===== config.mk =====
export PLATFORM = sky130hd
export DESIGN_NAME = memc_deskew
export DESIGN_NICKNAME = d
export VERILOG_FILES = /design/src/rtl/sys_pkg.sv /design/src/rtl/result_row_store.sv /design/src/rtl/memc_deskew.sv
export SDC_FILE = /design/constraint.sdc
export NUM_CORES = 2
export LEC_CHECK = 0
export ABC_AREA = 1
export BUFFER_PORTS_ARGS = -buffer_cell sky130_fd_sc_hd__clkbuf_2
export CORE_MARGIN = 3
export CORE_UTILIZATION = 40
export CTS_CLUSTER_DIAMETER = 30
export DETAILED_ROUTE_END_ITERATION = 8
export GPL_ROUTABILITY_DRIVEN = 1
export PLACE_DENSITY = 0.62
export SYNTH_ARGS = -nofsm -noshare
export SYNTH_HDL_FRONTEND = slang
export SYNTH_SLANG_ARGS = --single-unit

===== constraint.sdc =====
create_clock -name clk -period 20.2 [get_ports clk]
set_clock_uncertainty 0.2 [all_clocks]
set_input_delay 3.03 -clock clk [delete_from_list [all_inputs] [get_ports clk]]
set_output_delay 3.03 -clock clk [all_outputs]
set_load 0.02 [all_outputs]

===== src/rtl/sys_pkg.sv =====
// Shared constants and state encoding for the result-tile deskew path.
//   DIM_DEF    : default systolic array dimension
//   BITS_C_DEF : default result element (accumulator) width
package sys_pkg;

  localparam int unsigned DIM_DEF    = 8;
  localparam int unsigned BITS_C_DEF = 64;

  typedef enum logic [1:0] {S_IDLE, S_CAPTURE, S_DRAIN} deskew_state_t;

endpackage


===== src/rtl/result_row_store.sv =====
// DIM x DIM result tile storage with per-element write enables and one
// combinational row read port.
//   clk       : clock
//   i_we      : i_we[r][c] writes i_wdata[c] into element (r, c)
//   i_wdata   : one element per column
//   i_raddr   : row to read
//   o_rdata_c : combinational read of row i_raddr, o_rdata_c[c] = element (i_raddr, c)
module result_row_store import sys_pkg::*; #(
  parameter int unsigned DIM    = DIM_DEF,
  parameter int unsigned BITS_C = BITS_C_DEF
) (
  input  logic                           clk,
  input  logic [DIM-1:0][DIM-1:0]        i_we,
  input  logic [DIM-1:0][BITS_C-1:0]     i_wdata,
  input  logic [$clog2(DIM)-1:0]         i_raddr,
  output logic [DIM-1:0][BITS_C-1:0]     o_rdata_c
);

  // Tile contents are fully rewritten on every capture, so no reset is needed.
  logic [DIM-1:0][BITS_C-1:0] r_mem [DIM];

  always_ff @(posedge clk) begin
    for (int r = 0; r < DIM; r++) begin
      for (int c = 0; c < DIM; c++) begin
        if (i_we[r][c]) r_mem[r][c] <= i_wdata[c];
      end
    end
  end

  assign o_rdata_c = r_mem[i_raddr];

endmodule


===== src/rtl/memc_deskew.sv =====
// Re-aligns one skewed DIM x DIM result tile leaving the systolic array into
// rows and drains them over a valid/ready handshake.
//   clk, rst_n : clock, asynchronous active-low reset
//   start      : begin tile capture (honoured only when idle)
//   en         : array advance strobe; one capture step per en cycle
//   Cin        : Cin[c] = current output of array column c
//   busy       : capture or drain in progress
//   row_valid  : row_data/row_idx hold an aligned row
//   row_ready  : consumer accepts the row
//   row_idx    : index of the row on row_data
//   row_data   : row_data[c] = C[row_idx][c]
//   done       : one-cycle pulse after the last row is accepted
module memc_deskew import sys_pkg::*; #(
  parameter int unsigned BITS_C = BITS_C_DEF,
  parameter int unsigned DIM    = DIM_DEF
) (
  input  logic                        clk,
  input  logic                        rst_n,
  input  logic                        start,
  input  logic                        en,
  input  logic [DIM-1:0][BITS_C-1:0]  Cin,
  output logic                        busy,
  output logic                        row_valid,
  input  logic                        row_ready,
  output logic [$clog2(DIM)-1:0]      row_idx,
  output logic [DIM-1:0][BITS_C-1:0]  row_data,
  output logic                        done
);

  localparam int unsigned STEP_W = $clog2(2*DIM-1);
  localparam int unsigned IDX_W  = $clog2(DIM);
  localparam logic [STEP_W-1:0] LAST_STEP = STEP_W'(2*DIM-2);
  localparam logic [IDX_W-1:0]  LAST_ROW  = IDX_W'(DIM-1);

  deskew_state_t           r_state, w_state_nxt;
  logic [STEP_W-1:0]       r_step,  w_step_nxt;
  logic [IDX_W-1:0]        r_row_idx, w_row_idx_nxt;
  logic                    r_done,  w_done_nxt;
  logic [DIM-1:0][DIM-1:0] w_we;

  // State and counter registers.
  always_ff @(posedge clk or negedge rst_n) begin
    if (!rst_n) begin
      r_state   <= S_IDLE;
      r_step    <= '0;
      r_row_idx <= '0;
      r_done    <= 1'b0;
    end else begin
      r_state   <= w_state_nxt;
      r_step    <= w_step_nxt;
      r_row_idx <= w_row_idx_nxt;
      r_done    <= w_done_nxt;
    end
  end

  // Next-state, counters and done.
  always_comb begin
    w_state_nxt   = r_state;
    w_step_nxt    = r_step;
    w_row_idx_nxt = r_row_idx;
    w_done_nxt    = 1'b0;
    unique case (r_state)
      S_IDLE: begin
        if (start) begin
          w_state_nxt = S_CAPTURE;
          w_step_nxt  = '0;
        end
      end
      S_CAPTURE: begin
        if (en) begin
          if (r_step == LAST_STEP) begin
            w_state_nxt = S_DRAIN;
            w_step_nxt  = '0;
          end else begin
            w_step_nxt  = r_step + STEP_W'(1);
          end
        end
      end
      S_DRAIN: begin
        if (row_ready) begin
          if (r_row_idx == LAST_ROW) begin
            w_row_idx_nxt = '0;
            w_state_nxt   = S_IDLE;
            w_done_nxt    = 1'b1;
          end else begin
            w_row_idx_nxt = r_row_idx + IDX_W'(1);
          end
        end
      end
      default: w_state_nxt = S_IDLE;
    endcase
  end

  // Column c at step s carries element of row s-c; write it when that row exists.
  always_comb begin
    w_we = '0;
    if (r_state == S_CAPTURE && en) begin
      for (int r = 0; r < DIM; r++) begin
        for (int c = 0; c < DIM; c++) begin
          if (r_step == STEP_W'(r + c)) w_we[r][c] = 1'b1;
        end
      end
    end
  end

  result_row_store #(.DIM(DIM), .BITS_C(BITS_C)) u_store (
    .clk       (clk),
    .i_we      (w_we),
    .i_wdata   (Cin),
    .i_raddr   (r_row_idx),
    .o_rdata_c (row_data)
  );

  assign busy      = (r_state != S_IDLE);
  assign row_valid = (r_state == S_DRAIN);
  assign row_idx   = r_row_idx;
  assign done      = r_done;

endmodule


# After elaboration in Yosys (flattened, before gate mapping)

Memories as Yosys holds them, arrays and structs flattened.
Index checks and enable logic that the tools add are counted.

Memories: 1
Output and inout bits: 518
Bits of input ports: 517
Flip-flop bits (word level): 10
Memory bits (writable): 4,096

Reduce and logical (&&, ||, !) cells: 8
$add $sub $neg: 2
Equality and inequality tests: 22
Multiplexer cells: 158

Memory list:

| name          | depth | width | rd ports | clocked after memory_dff | wr ports | line                   | text |
|---|---|---|---|---|---|---|---|
| u_store.r_mem | 8     | 512   | 1        | 0                        | 8        | result_row_store.sv:20 | `logic [DIM-1:0][BITS_C-1:0] r_mem [DIM];` |

Operator list:

| kind                                                            | number |
|---|---|
| 1-bit 2-to-1 mux                                                | 146 |
| 64-bit 2-to-1 mux                                               | 1 |
| 4-bit == test, second input constant                            | 7 |
| 4-bit by 3-bit == test with 1-bit output, second input constant | 4 |
| 4-bit 2-to-1 mux                                                | 3 |
| 2-bit 2-to-1 mux                                                | 5 |
| 4-bit by 2-bit == test with 1-bit output, second input constant | 2 |
| 4-bit case mux with 2 select lines                              | 1 |
| 2-bit by 1-bit != test with 1-bit output, second input constant | 3 |
| 2-bit case mux with 3 select lines                              | 1 |
| 5-bit AND reduction                                             | 1 |
| 4-bit by 1-bit adder with 4-bit output, second input constant   | 1 |
| 4-bit by 1-bit == test with 1-bit output, second input constant | 1 |
| 4-bit zero test                                                 | 1 |
| 2-bit != test, second input constant                            | 2 |
| 2-bit nonzero test                                              | 2 |
| 3-bit by 1-bit adder with 3-bit output, second input constant   | 1 |
| 3-bit == test, second input constant                            | 1 |
| 3-bit 2-to-1 mux                                                | 1 |
| 3-bit AND reduction                                             | 1 |
| 2-bit by 1-bit == test with 1-bit output, second input constant | 1 |
| 2-bit == test, second input constant                            | 1 |
| 2-bit zero test                                                 | 1 |
| 2-bit AND reduction                                             | 1 |
| 1-bit logical AND                                               | 1 |

# Depth between registers and ports, before layout

Depth in word-level cells: 5
Depth in mapped cells: 10
Depth with buffers taken out: 7

# By module

A second synthesis with hierarchy kept.

Cells, all modules: 17,800
Area total of the unflattened synthesis: 178,517.5 um^2

Modules (own cells, without submodules):

| module           | cells an instance | area each (um^2) | times used |
|---|---|---|---|
| result_row_store | 17,694            | 177,805.5        | 1 |
| memc_deskew      | 106               | 711.9            | 1 |

# Worst setup path before layout

Ideal clock, no wire load.

Path kind: in2reg
From: input en
To: memory u_store.r_mem[0][384] (netlist bit) (enable)
Slack: -3.216 ns
Arrival time: 21.949 ns
Stages: 3
Path through: nand2_1 or2_2 nor2_1

RTL lines:

| element     | line                   | text |
|---|---|---|
| from (decl) | memc_deskew.sv:20      | `input logic en,` |
| to (decl)   | result_row_store.sv:20 |  |

==> flow_metrics.env <==
export IMPL_status="completed"
export IMPL_setup_violations=0
export IMPL_cts_hold_fix_buffers=0
export IMPL_grt_pass1_vias=102000
export IMPL_fp_dieH_um=648
export IMPL_synth_seq_area_share=0.748
export IMPL_clock_path_buffers=4
export IMPL_synth_cell_types=21
export IMPL_gp_congestion=0.804
export IMPL_m1WireLength_um=183000
export IMPL_whs_ns=0.347
export IMPL_die_x_um=648
export IMPL_p_leak_nw=75.7
export IMPL_grt_start_max_net_pins=250
export IMPL_rsz0062_at_grt="no"
export IMPL_internal_power_mw=18.6
export IMPL_dp_cells=19500
export IMPL_cts_htree_levels=6
export IMPL_clock_latency_ns=1.06
export IMPL_r2r_end="u_store.r_mem[1][155]$_DFFE_PP_"
export IMPL_grt_ovfl_total=0
export IMPL_finalPower_mw=24.2
export IMPL_wl_met2_um=211000
export IMPL_io_buffers=1034
export IMPL_cp_endpoint="row_data[168]"
export IMPL_p_sw_mw=5.57
export IMPL_ff2ff_path_depth=10
export IMPL_r2r_start="r_state[0]$_DFFE_PN0P_"
export IMPL_post_cts_resize_count=0
export IMPL_die_area_um2=420000
export IMPL_start_kind="flip-flop"
export IMPL_ir_worst_vdd_mv=0.0924
export IMPL_drv_slew=0
export IMPL_routedWlPerCell_um=21.2
export IMPL_cellPowerDensity_nw_per_um2=120
export IMPL_coreArea_um2=410000
export IMPL_antenna_left=0
export IMPL_synthCells=13700
export IMPL_cp_max_fo=77
export IMPL_crit_required_ns=16.97
export IMPL_drt_iter0_markers=9693
export IMPL_dp_hpwl_um=238000
export IMPL_area_delta_synth_final_pct=22.1
export IMPL_r2r_slack_ns=14.18
export IMPL_wl_met3_um=34900
export IMPL_worst_pin_slew_ns=1.23
export IMPL_worstHoldPathType="flip-flop to flip-flop"
export IMPL_sequentialPowerShare=0.402
export IMPL_num_rows=235
export IMPL_power_frac_comb=0.059
export IMPL_start_util=0.402
export IMPL_ys_ff_latch=4106
export IMPL_grt_pass1_wl_um=658000
export IMPL_switching_share=0.230
export IMPL_vias=106000
export IMPL_syn_area_um2=165000
export IMPL_layout_common_cells="edfxtp_1, nand2_1, nor2_1"
export IMPL_slew_headroom=0.177
export IMPL_cp_startpoint="row_idx[0]$_DFFE_PN0P_"
export IMPL_finalNonFillerCells=21100
export IMPL_cts_sinks=4106
export IMPL_finalCritPeriodShare=0.487
export IMPL_drc=0
export IMPL_worstSetupEndpointType="output port"
export IMPL_drt_wl_total_um=448000
export IMPL_track_usage=0.207
export IMPL_fin_crit_ns=9.84
export IMPL_cts_root_buf="clkbuf_16"
export IMPL_fmax_ghz=0.102
export IMPL_via_per_inst=5.03
export IMPL_tritoncts="done"
export IMPL_p_clk_frac=0.539
export IMPL_cts_setup_buffers=0
export IMPL_pin_count=1035
export IMPL_yosysWarnings=0
export IMPL_cp_arrival_ns=6.61
export IMPL_layout_nets=15400
export IMPL_syn_area_per_cell_um2=12.0
export IMPL_drtPass1Iterations=6
export IMPL_finalHoldViolations=0
export IMPL_clk_pin_slew_ns=0.05
export IMPL_antenna_found_initial=156
export IMPL_synth_nets=14200
export IMPL_dr_max_layer_used="met5"
export IMPL_numCtsBuffers=797
export IMPL_layout_commonest_cell="edfxtp_1"
export IMPL_maxCapViolations=0
export IMPL_drive_above_1_share=0.158
export IMPL_worstSetupPathType="flip-flop to output port"
[logic make-up after synthesis]
logic type / after synthesis / share of synthesized area
AOI/OAI and AO/OA: 2054 / 0.0702
and+or+nand+nor: 6207 / 0.142
adders and majority gates: 2 / 0.000152
buffers and inverters: 1329 / 0.0399
DFF: 4106 / 0.748
[final cells by class]
cell class / count / area [um^2]
inverters: 534 / 2040
flip-flops and latches: 4106 / 123000
well taps: 5451 / 6820
multi-input cells: 8263 / 35000
repair buffers: 1193 / 6630
clock inverters: 565 / 6580
fillers: 35200 / 209000
diodes: 82 / 205
clock buffers: 925 / 20500
[sequential cells by signal, summed over array words and instances, names as in the netlist]
name,cells
u_store.r_mem,4096
r_step,4
row_idx,3
r_state,2
done,1
[power groups by stage]
stage | Sequential (mW) | Combinational [mW] | Clock (mW)
2_1_floorplan | 9.93 | 0.839 | 0
3_3_place_gp | 9.85 | 1.43 | 0
3_5_place_dp | 9.85 | 1.44 | 0
4_1_cts | 9.70 | 1.45 | 13.2
5_1_grt | 9.71 | 1.58 | 13.7
6_report | 9.70 | 1.43 | 13.0
[per-stage QoR]
step	setup slack [ns]	utilization	setup TNS, ns	cell area, um^2
2_1_floorplan	-0.395	-	-151.70	165000
3_3_place_gp	11.33	0.424	0	174000
3_5_place_dp	11.31	0.424	0	174000
4_1_cts	10.09	0.490	0	201000
5_1_grt	9.75	0.490	0	201000
6_report	10.36	0.491	0	201000
[cell usage after synthesis]
cell type  number  area share
clkbuf_2       90      0.0027
a21oi_1         1    0.000030
nor2_1       3095       0.071
buf_4           5     0.00023
buf_6         126      0.0086
nand3_1         9     0.00027
o21ai_1         2    0.000061
nand2_1      3101       0.071
dfrtp_1        10      0.0015
buf_1          43     0.00098
inv_2           2    0.000046
edfxtp_1     4096        0.75
or2_2           2    0.000076
clkbuf_1      131      0.0030
ha_1            2     0.00015
o211ai_1      512       0.023
o21ai_0      1538       0.047
buf_2         400       0.012
inv_4           1    0.000038
o21bai_1        1    0.000046
inv_1         531       0.012
[how the worst min path moves through the flow]
stage,start,endpoint,slack [ns],cells after the start
global placement,r_step[1]$_DFFE_PN0P_,r_step[1]$_DFFE_PN0P_,0.33,2
finish,r_step[1]$_DFFE_PN0P_,r_step[1]$_DFFE_PN0P_,0.35,2
CTS,r_step[1]$_DFFE_PN0P_,r_step[1]$_DFFE_PN0P_,0.34,2
floorplan,r_step[1]$_DFFE_PN0P_,r_step[1]$_DFFE_PN0P_,0.29,2
global route,r_step[1]$_DFFE_PN0P_,r_step[1]$_DFFE_PN0P_,0.37,2
detailed placement,r_step[1]$_DFFE_PN0P_,r_step[1]$_DFFE_PN0P_,0.33,2
[layer usage]
| layer | vias up | track usage |
|---|---|---|
| li1 | 49800 | - |
| met1 | 51700 | 0.265 |
| met2 | 3635 | 0.332 |
| met3 | 943 | 0.0518 |
| met4 | 92 | 0.0925 |
| met5 | - | 0 |
[worst max-delay path: stages, from the launching register on]
cell,delay (ns)
dfrtp_4,0.97
buf_4,0.76
buf_4,0.75
buf_4,0.63
buf_4,0.65
buf_4,0.74
nor2_1,0.12
nor2_1,0.10
o21ai_0,0.10
nand2_1,0.09
nand2_1,0.05
nand2_1,0.19
clkbuf_2,0.20
(Power assumes the default switching activity.)
